--- src/rtl/irq_ctrl_pkg.sv ---
// rtl/irq_ctrl_pkg.sv - shared types, limits and priority helper for irq_ctrl
package irq_ctrl_pkg;

  typedef enum logic [1:0] {
    IDLE,
    REQ,
    SVC
  } irq_state_e;

  localparam int MAX_SRC = 32;
  localparam int SEL_W   = $clog2(MAX_SRC);

  // Lowest set index wins; an all-zero vector returns 0 (callers gate with a valid flag).
  function automatic logic [SEL_W-1:0] prio_sel(input logic [MAX_SRC-1:0] vec);
    logic [SEL_W-1:0] r;
    r = '0;
    for (int i = MAX_SRC - 1; i >= 0; i--) begin
      if (vec[i]) r = SEL_W'(i);
    end
    return r;
  endfunction

endpackage

--- src/rtl/irq_prio_enc.sv ---
// rtl/irq_prio_enc.sv - lowest-index priority encoder with valid flag
module irq_prio_enc
  import irq_ctrl_pkg::*;
#(
  parameter int N    = 8,
  parameter int ID_W = $clog2(N)
) (
  input  logic [N-1:0]    vec,
  output logic            vld,
  output logic [ID_W-1:0] id
);

  logic [MAX_SRC-1:0] vec_ext;

  always_comb vec_ext = MAX_SRC'(vec);

  assign vld = |vec;
  assign id  = ID_W'(prio_sel(vec_ext));

endmodule

--- src/rtl/irq_ctrl.sv ---
// rtl/irq_ctrl.sv - pending/mask/priority interrupt controller with claim/complete handshake
// Optional IRQ_CTRL_EDGE_EN adds per-source edge-triggered mode via edge_mode.
module irq_ctrl
  import irq_ctrl_pkg::*;
#(
  parameter int NUM_SRC = 8,
  parameter int ID_W    = $clog2(NUM_SRC)
) (
  input  logic               clk,
  input  logic               rst_n,
`ifdef IRQ_CTRL_EDGE_EN
  input  logic [NUM_SRC-1:0] edge_mode,
`endif
  input  logic [NUM_SRC-1:0] src_irq,
  input  logic               mask_we,
  input  logic [NUM_SRC-1:0] mask_wdata,
  output logic [NUM_SRC-1:0] mask,
  output logic [NUM_SRC-1:0] pending,
  output logic               irq,
  input  logic               claim,
  output logic [ID_W-1:0]    claim_id,
  input  logic               complete,
  output logic               busy
);

  irq_state_e         state;
  logic [NUM_SRC-1:0] src_q;
  logic [NUM_SRC-1:0] set_vec;
  logic [NUM_SRC-1:0] clr_vec;
  logic [NUM_SRC-1:0] active;
  logic               sel_vld;
  logic [ID_W-1:0]    sel;
  logic               take;

`ifdef IRQ_CTRL_EDGE_EN
  logic [NUM_SRC-1:0] src_hist;

  always_ff @(posedge clk or negedge rst_n) begin
    if (!rst_n) src_hist <= '0;
    else        src_hist <= src_q;
  end

  assign set_vec = (src_q & ~src_hist & edge_mode) | (src_q & ~edge_mode);
`else
  assign set_vec = src_q;
`endif

  assign active = pending & mask;

  irq_prio_enc #(
    .N    (NUM_SRC),
    .ID_W (ID_W)
  ) u_prio_enc (
    .vec (active),
    .vld (sel_vld),
    .id  (sel)
  );

  // A claim only counts while requesting something that is still eligible.
  assign take    = (state == REQ) && claim && sel_vld;
  assign clr_vec = take ? (NUM_SRC'(1) << sel) : '0;

  always_ff @(posedge clk or negedge rst_n) begin
    if (!rst_n) begin
      src_q   <= '0;
      mask    <= '0;
      pending <= '0;
    end else begin
      src_q   <= src_irq;
      pending <= (pending & ~clr_vec) | set_vec;
      if (mask_we) mask <= mask_wdata;
    end
  end

  always_ff @(posedge clk or negedge rst_n) begin
    if (!rst_n) begin
      state    <= IDLE;
      irq      <= 1'b0;
      busy     <= 1'b0;
      claim_id <= '0;
    end else begin
      case (state)
        IDLE: begin
          if (sel_vld) begin
            state <= REQ;
            irq   <= 1'b1;
          end
        end
        REQ: begin
          if (!sel_vld) begin
            state <= IDLE;
            irq   <= 1'b0;
          end else if (claim) begin
            state    <= SVC;
            irq      <= 1'b0;
            busy     <= 1'b1;
            claim_id <= sel;
          end
        end
        SVC: begin
          if (complete) begin
            state <= IDLE;
            busy  <= 1'b0;
          end
        end
        default: begin
          state <= IDLE;
          irq   <= 1'b0;
          busy  <= 1'b0;
        end
      endcase
    end
  end

endmodule
--- config.mk ---
export PLATFORM = sky130hd
export DESIGN_NAME = irq_ctrl
export DESIGN_NICKNAME = d
export VERILOG_FILES = /design/src/rtl/irq_ctrl_pkg.sv /design/src/rtl/irq_prio_enc.sv /design/src/rtl/irq_ctrl.sv
export SDC_FILE = /design/constraint.sdc
export NUM_CORES = 1
export LEC_CHECK = 0
export ABC_AREA = 1
export CELL_PAD_IN_SITES_DETAIL_PLACEMENT = 1
export CELL_PAD_IN_SITES_GLOBAL_PLACEMENT = 2
export CORE_UTILIZATION = 29
export DETAILED_ROUTE_END_ITERATION = 10
export GPL_TIMING_DRIVEN = 0
export PLACE_DENSITY = 0.8
export SLEW_MARGIN = 20
export SYNTH_ARGS = -nofsm -noshare
export SYNTH_HDL_FRONTEND = slang
export SYNTH_SLANG_ARGS = --single-unit
--- constraint.sdc ---
create_clock -name clk -period 2.3 [get_ports clk]
set_input_delay 0.23 -clock clk [delete_from_list [all_inputs] [get_ports clk]]
set_output_delay 0.23 -clock clk [all_outputs]
set_load 0.005 [all_outputs]
==> results_dict.tcl <==
set metrics [dict create \
    clk_latency_ps 280 \
    max_cap_violations 0 \
    synth-seq-cells 31 \
    startpoint "mask[3]$_DFFE_PN0P_" \
    synth_top_area_share 0.6008 \
    ios 42 \
    synth.avg_cell_area_um2 10.25 \
    grt_first_pass_wirelength_um 4767 \
    irDropWorstVdd_mv 0.4759 \
    globalRouteMet1Util 0.1718 \
    synth_nets 147 \
    synthDistinctLibCells 20 \
    arrival_ps 1180 \
    vias_per_cell 4.435 \
    ys.flop_type "dfrtp_1" \
    power_density_nw_per_um2 841.6 \
    cts_inserted_buffers 5 \
    cp_cell_sequence "clkdlybuf4s50_1" \
    synth_top_area_cell "dfrtp_1" \
    cts_root_buffer "clkbuf_8" \
    fin_util 0.4432 \
    rsz0062_at_grt "false" \
    numPortBuffers 40 \
    grt_max_degree 32 \
    worst_pin_slew_ps 715.5 \
    p_leak_nw 0.8580 \
    synth_most_common_cell "nand2_1" \
    hold_violations 0 \
    clock-skew-final_ps 4.045 \
    met3_usage 0.05428 \
    drive_gt1_frac 0.2254 \
    nets 194 \
    wl_um 3005 \
    first_pass_iters 4 \
    yosys_warnings 0 \
    gr-usage-all-layers 0.1465 \
    critPathLaunchType "register" \
    die_w_um 68.73 \
    reg2reg_from "pending[7]$_DFF_PN0_" \
    cp_num_buf_inv 1 \
    crit_type "reg2out" \
    clock_sinks 31 \
    grt_pass1_vias 1028 \
    cts_resized 0 \
    die_y_um 68.73 \
    setup_violations 0 \
    dp_hpwl_um 2334 \
    seq_area_frac_synth 0.6008 \
    grt_overflow 0 \
    clkSlewWorstSetupHoldPaths_ps 60 \
    cts_setup_buffers 0 \
    synth_common_cells "37 x nand2_1, 31 x dfrtp_1, 8 x inv_1, 8 x inv_2, 8 x mux2_2" \
    critPathRequiredTime_ps 2070 \
    fin_crit_sh 0.6139 \
    cts_tree "done" \
    syn_to_final_growth_pct 42.25 \
    start_util 0.3116 \
    worstSetupEndpointType "output port" \
    fp.dieArea_um2 4723 \
    drc 0 \
    max_stage_delay_ps 530 \
    final_antenna_net_count 0 \
    hold_path_class "in2async" \
    wire_per_inst_um 13.48 \
    outcome "complete, no violations" \
    path_max_fanout 3 \
    fmax_mhz 708.3 \
    drtIter0Drc 17 \
    synth_edf_count 0 \
    num_vias 989 \
    synth_cells 126 \
    antenna_found_initial 0 \
    netlist_area_um2 1291 \
    cts_max_path_buffers 2 \
    place_congestion 0.7099 \
    holdBufCountCts 0 \
    period_needed_ps 1412 \
    fill_cells 488 \
    antennaDiodeCount 0 \
    core_um2 4144 \
    slew_headroom 0.5230 \
    grtUsageMet2 0.2402 \
    synth_area_leaders "dfrtp_1 60%, nand2_1 11%, mux2_2 7.0%" \
    drv_slew 0 \
    top_usage_layer "met2" \
    cpLargestDelayFamily "buffers and inverters" \
    worst_path_max_delay_cell "clkdlybuf4s50_1" \
    h-tree-depth 2 \
    core.rowCount 23 \
    synthArstFlopShare 1.000 \
    setup-tns-final_ps 0 \
]
[registers in the layout, summed over array words and instances, names as in the netlist]
signal,cells
claim_id,3
busy,1
state,2
set_vec,8
mask,8
irq,1
pending,8
[layer usage]
layer | vias to the layer above | part of all wire
li1 | 486 | -
met1 | 475 | 0.44
met2 | 24 | 0.50
met3 | 4 | 0.042
met4 | 0 | 0.017
met5 | - | 0
[final timing paths]
path,cells past startpoint,slack (ps),to
max in group asynchronous,1,1840,pending[6]$_DFF_PN0_
setup reg to reg,12,940,pending[0]$_DFF_PN0_
hold reg to reg,1,430,pending[3]$_DFF_PN0_
min in group clk,2,390,mask[5]$_DFFE_PN0P_
setup / recovery,1,890,mask[3]
hold / removal,1,8,set_vec[1]$_DFF_PN0_
[report_power, final]
group | total [W] | switching (W) | internal, W
Clock | 0.000420 | 0.000186 | 0.000234
Combinational | 0.000430 | 0.000209 | 0.000221
Sequential | 0.000695 | 0.0000644 | 0.000631
Total | 0.00155 | 0.000459 | 0.00109
[area by class of cell]
| class | count | area (um^2) | area share |
|---|---|---|---|
| Sequential cell | 31 | 775.7 | 0.4223 |
| Multi-Input combinational cell | 77 | 445.4 | 0.2425 |
| Timing Repair Buffer | 40 | 395.4 | 0.2153 |
| Clock buffer | 6 | 82.58 | 0.04496 |
| Inverter | 17 | 65.06 | 0.03542 |
| Tap cell | 50 | 62.56 | 0.03406 |
| Clock inverter | 1 | 5.005 | 0.002725 |
| Buffer | 1 | 5.005 | 0.002725 |
[cell families after synthesis]
| group | Yosys count | synth area share |
|---|---|---|
| buffers and inverters | 18 | 0.05426 |
| AOI/OAI and AO/OA | 8 | 0.03876 |
| muxes | 8 | 0.06977 |
| and+or+nand+nor | 61 | 0.2364 |
| DFF | 31 | 0.6008 |
[per-stage QoR]
stage | worst slack (ps) | area [um^2] | total power, W | instances | hold WS, ps
after floorplan | 1105 | 1291 | 0.0009191 | 126 | -65.59
after global placement | 458.6 | 1754 | 0.001123 | 216 | 411.6
after detailed placement | 809.6 | 1749 | 0.001144 | 216 | 319.4
after CTS | 868.3 | 1837 | 0.001572 | 223 | 20.42
after global routing | 773.2 | 1837 | 0.001655 | 223 | 56.01
final | 888.1 | 1837 | 0.001546 | 223 | 7.809
[worst register-to-register path, delay by kind of cell (launching register included)]
family	cells	cell delay, ps
DFF	1	400
and+or+nand+nor	11	820
buffers and inverters	1	40
[cells in the final DEF (no fill, tap or decap)]
| cell type | netlist | layout |
|---|---|---|
| nand3_2 | 2 | 2 |
| clkdlybuf4s50_1 | 0 | 39 |
| buf_2 | 1 | 2 |
| nand4_2 | 1 | 1 |
| a21o_1 | 4 | 4 |
| dfrtp_1 | 31 | 31 |
| nor2_1 | 2 | 2 |
| nor2_2 | 1 | 1 |
| o21ai_0 | 2 | 2 |
| nand2_2 | 5 | 5 |
| inv_2 | 8 | 8 |
| nand4_1 | 3 | 3 |
| o21ai_1 | 2 | 2 |
| nor2_4 | 1 | 1 |
| nand2_4 | 2 | 2 |
| mux2_2 | 8 | 8 |
| nand3_1 | 6 | 6 |
| nand2_1 | 37 | 37 |
| or2_2 | 1 | 1 |
| clkinv_2 | 1 | 2 |
| clkbuf_8 | 0 | 6 |
| inv_1 | 8 | 8 |
Power figures use the tool's default switching activity.
